## config.mk

```make
export PLATFORM = sky130hd
export DESIGN_NAME = serving_ram_sched
export DESIGN_NICKNAME = d
export VERILOG_FILES = /design/src/rtl/serving_sched_pkg.sv /design/src/rtl/serving_sched_wbuf.sv /design/src/rtl/serving_ram_sched.sv
export SDC_FILE = /design/constraint.sdc
export NUM_CORES = 1
export LEC_CHECK = 0
export BUFFER_PORTS_ARGS = -buffer_cell sky130_fd_sc_hd__buf_2
export CORE_AREA = 5 5 113 115
export CTS_CLUSTER_DIAMETER = 40
export DETAILED_ROUTE_END_ITERATION = 8
export DIE_AREA = 0 0 118 120
export GPL_TIMING_DRIVEN = 1
export PLACE_DENSITY_LB_ADDON = 0.25
export SYNTH_ARGS = -nofsm -noshare
export SYNTH_HDL_FRONTEND = slang
export SYNTH_HIERARCHICAL = 1
export SYNTH_SLANG_ARGS = --single-unit
```

## constraint.sdc

```tcl
create_clock -name i_clk -period 1.66 [get_ports i_clk]
set_input_delay 0 -clock i_clk [delete_from_list [all_inputs] [get_ports i_clk]]
set_output_delay 0 -clock i_clk [all_outputs]
set_load 0.005 [all_outputs]
```

## src/rtl/serving_sched_pkg.sv

```systemverilog
// Shared types and defaults for the serving RAM cycle scheduler.
package serving_sched_pkg;

  // WB transaction FSM: IDLE issues the access, IB/DB return the ack, ACK is the stb drop gap.
  typedef enum logic [1:0] {
    IDLE = 2'd0,
    IB   = 2'd1,
    DB   = 2'd2,
    ACK  = 2'd3
  } state_t;

  // Owner of the single RAM port in the current cycle.
  typedef enum logic [2:0] {
    G_NONE = 3'd0,
    G_RF   = 3'd1,
    G_IB   = 3'd2,
    G_DB   = 3'd3,
    G_WBUF = 3'd4
  } grant_t;

  localparam int AW_DEF          = 11;
  localparam int WB_MAX_WAIT_DEF = 8;

  // One-hot byte write enable for an RF byte landing in a 32-bit word.
  function automatic logic [3:0] lane_we(input logic [1:0] lane);
    return 4'b0001 << lane;
  endfunction

endpackage

```

## src/rtl/serving_sched_wbuf.sv

```systemverilog
// One-entry RF byte write buffer with read-address forward compare.
module serving_sched_wbuf
  import serving_sched_pkg::*;
#(
  parameter int AW = AW_DEF
) (
  input  logic          clk,
  input  logic          rst,
  input  logic          park,
  input  logic [AW+1:0] park_addr,
  input  logic [7:0]    park_data,
  input  logic          drain,
  input  logic [AW+1:0] raddr,
  output logic          full,
  output logic          hit,
  output logic [AW+1:0] buf_addr,
  output logic [7:0]    buf_data
);

  // Park a write when the scheduler defers it; free the slot when it reaches the RAM.
  always_ff @(posedge clk) begin
    if (rst) begin
      full     <= 1'b0;
      buf_addr <= '0;
      buf_data <= '0;
    end else if (park) begin
      full     <= 1'b1;
      buf_addr <= park_addr;
      buf_data <= park_data;
    end else if (drain) begin
      full     <= 1'b0;
    end
  end

  assign hit = full && (raddr == buf_addr);

endmodule

```

## src/rtl/serving_ram_sched.sv

```systemverilog
// Cycle scheduler for the shared single-port RAM (code/data plus RF).
// Priority each cycle: forced WB grant > RF access > round-robin ibus/dbus.
// Optional one-entry RF write buffer: define SERVING_SCHED_WBUF_EN.
//
// Handshakes: the RF side holds wen/ren and addresses until o_rf_ready is
// high in the same cycle; read data follows with o_rf_rvalid one cycle
// after acceptance. Wishbone masters hold stb until their ack pulse; ack is
// a single cycle and the following cycle is never regranted, so a master
// can drop stb without being served twice.
module serving_ram_sched
  import serving_sched_pkg::*;
#(
  parameter int AW          = AW_DEF,
  parameter int WB_MAX_WAIT = WB_MAX_WAIT_DEF
) (
  input  logic          i_clk,
  input  logic          i_rst,
  input  logic          i_rf_wen,
  input  logic [AW+1:0] i_rf_waddr,
  input  logic [7:0]    i_rf_wdata,
  input  logic          i_rf_ren,
  input  logic [AW+1:0] i_rf_raddr,
  output logic          o_rf_ready,
  output logic [7:0]    o_rf_rdata,
  output logic          o_rf_rvalid,
  input  logic [31:0]   i_ib_adr,
  input  logic          i_ib_stb,
  output logic [31:0]   o_ib_rdt,
  output logic          o_ib_ack,
  input  logic [31:0]   i_db_adr,
  input  logic [31:0]   i_db_dat,
  input  logic [3:0]    i_db_sel,
  input  logic          i_db_we,
  input  logic          i_db_stb,
  output logic [31:0]   o_db_rdt,
  output logic          o_db_ack,
  output logic          o_ram_en,
  output logic [AW-1:0] o_ram_addr,
  output logic [3:0]    o_ram_we,
  output logic [31:0]   o_ram_wdata,
  input  logic [31:0]   i_ram_rdata,
  output logic [1:0]    o_dbg_state
);

  localparam int            CW       = $clog2(WB_MAX_WAIT + 1);
  localparam logic [CW-1:0] WAIT_SAT = CW'(WB_MAX_WAIT);

  state_t        state;
  grant_t        grant;
  logic          rr_last_ib;
  logic [CW-1:0] wait_cnt;
  logic          ib_ack_q;
  logic          db_ack_q;
  logic          rvalid_q;
  logic [1:0]    rsel_q;
  logic          wb_pend;
  logic          forced;
  logic          pick_db;
  logic          rf_rd_go;
  logic          rf_wr_go;
  logic          rf_ready;
  logic [7:0]    rf_byte;

`ifdef SERVING_SCHED_WBUF_EN
  logic          park;
  logic          drain;
  logic          wbuf_full;
  logic          wbuf_hit;
  logic [AW+1:0] wbuf_addr;
  logic [7:0]    wbuf_data;
  logic          fwd_q;
  logic [7:0]    fwd_byte_q;

  assign drain = (grant == G_WBUF);

  serving_sched_wbuf #(.AW(AW)) u_wbuf (
    .clk       (i_clk),
    .rst       (i_rst),
    .park      (park),
    .park_addr (i_rf_waddr),
    .park_data (i_rf_wdata),
    .drain     (drain),
    .raddr     (i_rf_raddr),
    .full      (wbuf_full),
    .hit       (wbuf_hit),
    .buf_addr  (wbuf_addr),
    .buf_data  (wbuf_data)
  );
`else
  // Set once the write half of a read+write pair has reached the RAM.
  logic          wr_done;
`endif

  // Decide who owns the RAM port this cycle.
  always_comb begin
    grant    = G_NONE;
    rf_rd_go = 1'b0;
    rf_wr_go = 1'b0;
    rf_ready = 1'b0;
`ifdef SERVING_SCHED_WBUF_EN
    park     = 1'b0;
`endif
    wb_pend  = (state == IDLE) && (i_ib_stb || i_db_stb);
    forced   = wb_pend && (wait_cnt == WAIT_SAT);
    // dbus wins when it is alone or when ibus was served last.
    pick_db  = i_db_stb && (!i_ib_stb || rr_last_ib);
    if (i_rst) begin
      grant = G_NONE;
    end else if (forced) begin
      grant = pick_db ? G_DB : G_IB;
    end else begin
`ifdef SERVING_SCHED_WBUF_EN
      if (i_rf_ren && (!i_rf_wen || !wbuf_full)) begin
        // Read goes to RAM; a simultaneous write is parked.
        grant    = G_RF;
        rf_rd_go = 1'b1;
        rf_ready = 1'b1;
        park     = i_rf_wen;
      end else if (i_rf_wen && !wbuf_full) begin
        grant    = G_RF;
        rf_wr_go = 1'b1;
        rf_ready = 1'b1;
      end else if (wbuf_full) begin
        // Buffer must empty before any round-robin WB grant.
        grant    = G_WBUF;
      end else if (wb_pend) begin
        grant    = pick_db ? G_DB : G_IB;
      end
`else
      if (i_rf_wen && i_rf_ren && !wr_done) begin
        // Write first; the read is held and accepted next cycle.
        grant    = G_RF;
        rf_wr_go = 1'b1;
      end else if (i_rf_ren) begin
        grant    = G_RF;
        rf_rd_go = 1'b1;
        rf_ready = 1'b1;
      end else if (i_rf_wen) begin
        grant    = G_RF;
        rf_wr_go = 1'b1;
        rf_ready = 1'b1;
      end else if (wb_pend) begin
        grant    = pick_db ? G_DB : G_IB;
      end
`endif
    end
  end

  // Drive the RAM port from the selected requester.
  always_comb begin
    o_ram_en    = 1'b0;
    o_ram_addr  = '0;
    o_ram_we    = '0;
    o_ram_wdata = '0;
    case (grant)
      G_RF: begin
        o_ram_en = 1'b1;
        if (rf_rd_go) begin
          o_ram_addr = i_rf_raddr[AW+1:2];
        end else begin
          o_ram_addr  = i_rf_waddr[AW+1:2];
          o_ram_we    = lane_we(i_rf_waddr[1:0]);
          o_ram_wdata = {4{i_rf_wdata}};
        end
      end
      G_IB: begin
        o_ram_en   = 1'b1;
        o_ram_addr = i_ib_adr[AW+1:2];
      end
      G_DB: begin
        o_ram_en    = 1'b1;
        o_ram_addr  = i_db_adr[AW+1:2];
        o_ram_we    = i_db_we ? i_db_sel : 4'b0000;
        o_ram_wdata = i_db_dat;
      end
`ifdef SERVING_SCHED_WBUF_EN
      G_WBUF: begin
        o_ram_en    = 1'b1;
        o_ram_addr  = wbuf_addr[AW+1:2];
        o_ram_we    = lane_we(wbuf_addr[1:0]);
        o_ram_wdata = {4{wbuf_data}};
      end
`endif
      default: ;
    endcase
  end

  // WB transaction FSM, round-robin pointer, starvation counter and RF read pipeline.
  always_ff @(posedge i_clk) begin
    if (i_rst) begin
      state      <= IDLE;
      rr_last_ib <= 1'b1;
      wait_cnt   <= '0;
      ib_ack_q   <= 1'b0;
      db_ack_q   <= 1'b0;
      rvalid_q   <= 1'b0;
      rsel_q     <= '0;
`ifdef SERVING_SCHED_WBUF_EN
      fwd_q      <= 1'b0;
      fwd_byte_q <= '0;
`else
      wr_done    <= 1'b0;
`endif
    end else begin
      ib_ack_q <= (grant == G_IB);
      db_ack_q <= (grant == G_DB);
      case (state)
        IDLE: begin
          if (grant == G_IB)      state <= IB;
          else if (grant == G_DB) state <= DB;
        end
        IB, DB:  state <= ACK;
        default: state <= IDLE;
      endcase
      if (grant == G_IB)      rr_last_ib <= 1'b1;
      else if (grant == G_DB) rr_last_ib <= 1'b0;
      // A dropped stb leaves nothing waiting, so the count restarts.
      if (grant == G_IB || grant == G_DB) begin
        wait_cnt <= '0;
      end else if (wb_pend) begin
        if (wait_cnt != WAIT_SAT) wait_cnt <= wait_cnt + 1'b1;
      end else if (state == IDLE) begin
        wait_cnt <= '0;
      end
      rvalid_q <= rf_rd_go;
      if (rf_rd_go) rsel_q <= i_rf_raddr[1:0];
`ifdef SERVING_SCHED_WBUF_EN
      if (rf_rd_go) begin
        fwd_q      <= wbuf_hit;
        fwd_byte_q <= wbuf_data;
      end
`else
      if (rf_ready)                   wr_done <= 1'b0;
      else if (rf_wr_go && i_rf_ren)  wr_done <= 1'b1;
`endif
    end
  end

  // Select the byte lane of the returned word (or the forwarded buffered byte).
  always_comb begin
    case (rsel_q)
      2'd0:    rf_byte = i_ram_rdata[7:0];
      2'd1:    rf_byte = i_ram_rdata[15:8];
      2'd2:    rf_byte = i_ram_rdata[23:16];
      default: rf_byte = i_ram_rdata[31:24];
    endcase
`ifdef SERVING_SCHED_WBUF_EN
    if (fwd_q) rf_byte = fwd_byte_q;
`endif
  end

  assign o_rf_ready  = rf_ready;
  assign o_rf_rvalid = rvalid_q;
  assign o_rf_rdata  = rvalid_q ? rf_byte : 8'h00;
  // Acks are masked during reset so an in-flight transaction is abandoned silently.
  assign o_ib_ack    = ib_ack_q & ~i_rst;
  assign o_db_ack    = db_ack_q & ~i_rst;
  assign o_ib_rdt    = o_ib_ack ? i_ram_rdata : 32'h0;
  assign o_db_rdt    = o_db_ack ? i_ram_rdata : 32'h0;
  assign o_dbg_state = state;

  // Only the word-address bits of the WB addresses select RAM words.
  logic unused_adr;
  assign unused_adr = ^{i_ib_adr[31:AW+2], i_ib_adr[1:0], i_db_adr[31:AW+2], i_db_adr[1:0]};

endmodule

```

==> summary.md <==
| Metric | Value |
|---|---|
| Result of the run | `complete, but fails checks` |
| Violations in the final reports | `negative setup slack` |
| Area of placed instances | `3765 sq um` |
| Static leakage | `2.373 nW` |
| Max-slew violations | `0` |
| GRT Resource Usage Total | `14.57%` |
| Crit start category | `flip-flop` |
| Finished layout cell area | `4287 sq um` |
| Non-filler instance count after layout | `724` |
| Internal | `1.218 mW` |
| Effective utilization at floorplan | `18.56%` |
| Die area | `14160 sq um` |
| Antenna-violating nets left | `0` |
| WL per Instance | `15.73 microns` |
| Power share of the combinational group | `55.6%` |
| Switching fraction of total power | `34.07%` |
| Actual slew at the worst max-slew pin | `0.4817 ns` |
| Via count | `3380` |
| Total Wirelength | `11390 microns` |
| Largest voltage drop on the vdd net | `296.4 uV` |
| Final count of negative-setup-slack endpoints | `49` |
| Hold crit path type | `in2reg` |
| Total overflow reported by the global router | `0` |
| Pre-CTS WS | `-0.1409 ns` |
| Critical hold path startpoint | `i_rf_raddr[1]` |
| Top post-synthesis cells by area | `and2_1, dfxtp_1, a22o_1` |
| Element type at the critical path end | `primary output` |
| Area of the placeable core | `11710 sq um` |
| Post-synth EDFFs | `0` |
| Largest net degree at the start of global routing | `34` |
| Total power density per cell area | `431.1 nW/um^2` |
| Post-route DRC violation count | `0` |
| Proportion of layout cells with a drive suffix above 1 | `60.49%` |
| Cell type with the largest total area after synthesis | `and2_1` |
| Fill cell total of the finished layout | `1210` |
| Die Ht | `120 microns` |
| Endpoint arrival time on the critical path | `1.88 ns` |
| Clock transition at the registers of the reported paths | `0.05 ns` |
| Root cell of the clock tree | `clkbuf_16` |
| #FFs+latches synth | `13` |
| DR iter-0 viols | `99` |
| Final GP Congestion | `0.8064` |
| Part of the power in registers | `19.1%` |
| Count of standard-cell rows | `40` |
| Vias per cell | `4.669` |
| Synth Area per Inst | `7.418 sq um` |
| Gate count of the mapped netlist | `293` |
| Diodes inserted | `0` |
| Clock network power share | `25.3%` |
| Final design utilization | `36.60%` |
| Number of H-tree branching levels | `1` |
| Maximum clock frequency | `532.4 MHz` |
| Type of the setup path with the least slack | `reg2out` |
| Syn Std Cell Area | `2173 sq um` |
| Cell Count Post-Placement | `700` |
| Number of antenna violations at the first check in global routing | `0` |
| Number of search-and-repair iterations in the first detailed-routing pass | `4` |
| Clock tree from TritonCTS | `built` |
| Number of buffers added on ports | `256` |
| Syn_nets | `470` |
| Number of buffers between clock root and the deepest sink | `2` |
| Number of global-route vias before repair | `3478` |
| Most used flip-flop cell after synthesis | `dfxtp_1` |
| Number of synthesis warnings | `6` |
| Proportion of register bits with asynchronous set or reset after synthesis | `0%` |
| CTS buffer count | `3` |
| Min setup slack post-route | `-0.2184 ns` |
| Data required time at the worst endpoint | `1.66 ns` |
| Area share of the largest cell type after synthesis | `21.01%` |
| Reg area | `265.3 sq um` |
| Clock latency on the worst-skew pair | `0.24 ns` |
| Global-route wire length before repair | `17300 microns` |
| Worst flop-to-flop path startpoint | `wait_cnt[1]$_SDFFE_PP0P_` |
| Clock Sink Count | `13` |
| Final hold violation count | `0` |
| Width of the chip | `118 microns` |
| Tmin final | `1.878 ns` |
| Final worst path period share | `113.2%` |
| P&R area growth vs syn | `97.24%` |
| Count of cell types in the netlist | `42` |
| Worst Skew | `0.002062 ns` |
| Highest net fanout along the worst path | `7` |
| CP startpoint | `wait_cnt[1]$_SDFFE_PP0P_` |
| Summed negative setup slack over all endpoints | `-8.208 ns` |
| Count of boundary I/O pins | `299` |
| Setup repair after global routing missed its margin | `yes` |
| HPWL after detailed placement | `8945 microns` |
| Max Cap Violations | `0` |
| Area occupied by multi-input gates | `1889 sq um` |
| Max-slew headroom | `67.77%` |
| Number of nets in the finished design | `755` |
| Fraction of the yosys area taken by sequential cells | `11.97%` |
| Switch Pwr | `629.6 uW` |
-- final timing paths --
path	depth (start not counted)	endpoint	slack (ns)
worst max-delay path	9	o_ram_wdata[15]	-0.22
worst min-delay path	3	rsel_q[1]$_SDFFE_PP0P_	0.003
worst max register to register	9	rsel_q[0]$_SDFFE_PP0P_	-0.04
worst min register to register	2	wr_done$_SDFFE_PP0P_	0.45
-- area by class of cell --
| type | instances | area share (%) |
|---|---|---|
| clock buffers | 3 | 1.751 |
| flip-flops and latches | 13 | 6.188 |
| clock inverters | 1 | 0.1168 |
| well taps | 147 | 4.291 |
| multi-input cells | 238 | 44.07 |
| inverters | 20 | 1.751 |
| repair buffers | 302 | 41.83 |
-- through the flow --
stage	hold slack (ns)	power, mW
3_3_place_gp	0.2427	1.176
2_1_floorplan	0.08334	0.7323
6_report	0.002841	1.848
4_1_cts	0.01157	1.762
5_1_grt	0.02492	1.959
3_5_place_dp	0.2612	1.185
-- cells in the mapped netlist, types with 5 or more instances --
| master | n |
|---|---|
| nor2b_1 | 5 |
| nand2_1 | 23 |
| inv_1 | 20 |
| clkbuf_1 | 14 |
| mux2i_1 | 13 |
| nand4_1 | 5 |
| mux4_2 | 8 |
| dfxtp_1 | 13 |
| nor2_1 | 15 |
| a32oi_1 | 6 |
| o221ai_1 | 11 |
| and2_1 | 73 |
| a22o_1 | 22 |
| nand3_1 | 5 |
| o21ai_0 | 8 |
| a21oi_1 | 12 |
-- critical path: stages (launching register included) --
cell       delay [ns]
dfxtp_2          0.32
inv_2            0.07
ha_4             0.15
nand3b_4         0.12
a2111oi_4        0.33
buf_6            0.18
buf_12           0.11
clkbuf_16        0.14
a22o_1           0.11
buf_2            0.11
-- kinds of logic after synthesis --
group	share of synthesized area, %
xor gates and xnor gates	0.4031
DFF	11.97
AOI/OAI and AO/OA	27.00
buffers and inverters	9.038
adders and majority gates	2.303
muxes	14.28
and+or+nand+nor	35.00
-- power groups by stage --
stage / clock, mW / sequential (mW) / combinational (mW)
floorplan: 0 / 0.354 / 0.378
global placement: 0 / 0.354 / 0.822
detailed placement: 0 / 0.355 / 0.830
CTS: 0.472 / 0.353 / 0.937
global route: 0.481 / 0.356 / 1.12
finish: 0.467 / 0.353 / 1.03
-- flip-flops by register name (all words and copies together) (netlist names) --
register,flops
wait_cnt,4
o_dbg_state,2
rsel_q,2
db_ack_q,1
ib_ack_q,1
o_rf_rvalid,1
rr_last_ib,1
wr_done,1
-- repair_timing --
action	CTS	global route
pin swaps	6	10
hold buffers	0	0
setup endpoints to repair	48	49
cloned	2	4
resized for setup	39	15
setup buffers	8	6
hold endpoints to repair	0	0
-- metal layers --
metal / share of wire [%] / track usage, % / up-vias
met5: 0 / 0 / -
met4: 1.6 / 4.014 / 0
met3: 8.0 / 2.686 / 10
met2: 53 / 28.43 / 202
met1: 38 / 15.91 / 1538
li1: - / - / 1630
-- layout by cell type, fill, tap and decap left out, types with 7 or more instances in the layout --
cell / Yosys / layout
a21oi_1: 12 / 7
a22o_1: 22 / 22
and2_1: 73 / 72
buf_2: 4 / 256
buf_4: 0 / 31
dfxtp_1: 13 / 9
inv_1: 20 / 16
mux2i_1: 13 / 13
mux4_2: 8 / 8
nand2_1: 23 / 20
nor2_1: 15 / 14
o221ai_1: 11 / 10
No activity file was read; power rests on OpenSTA's default activity.
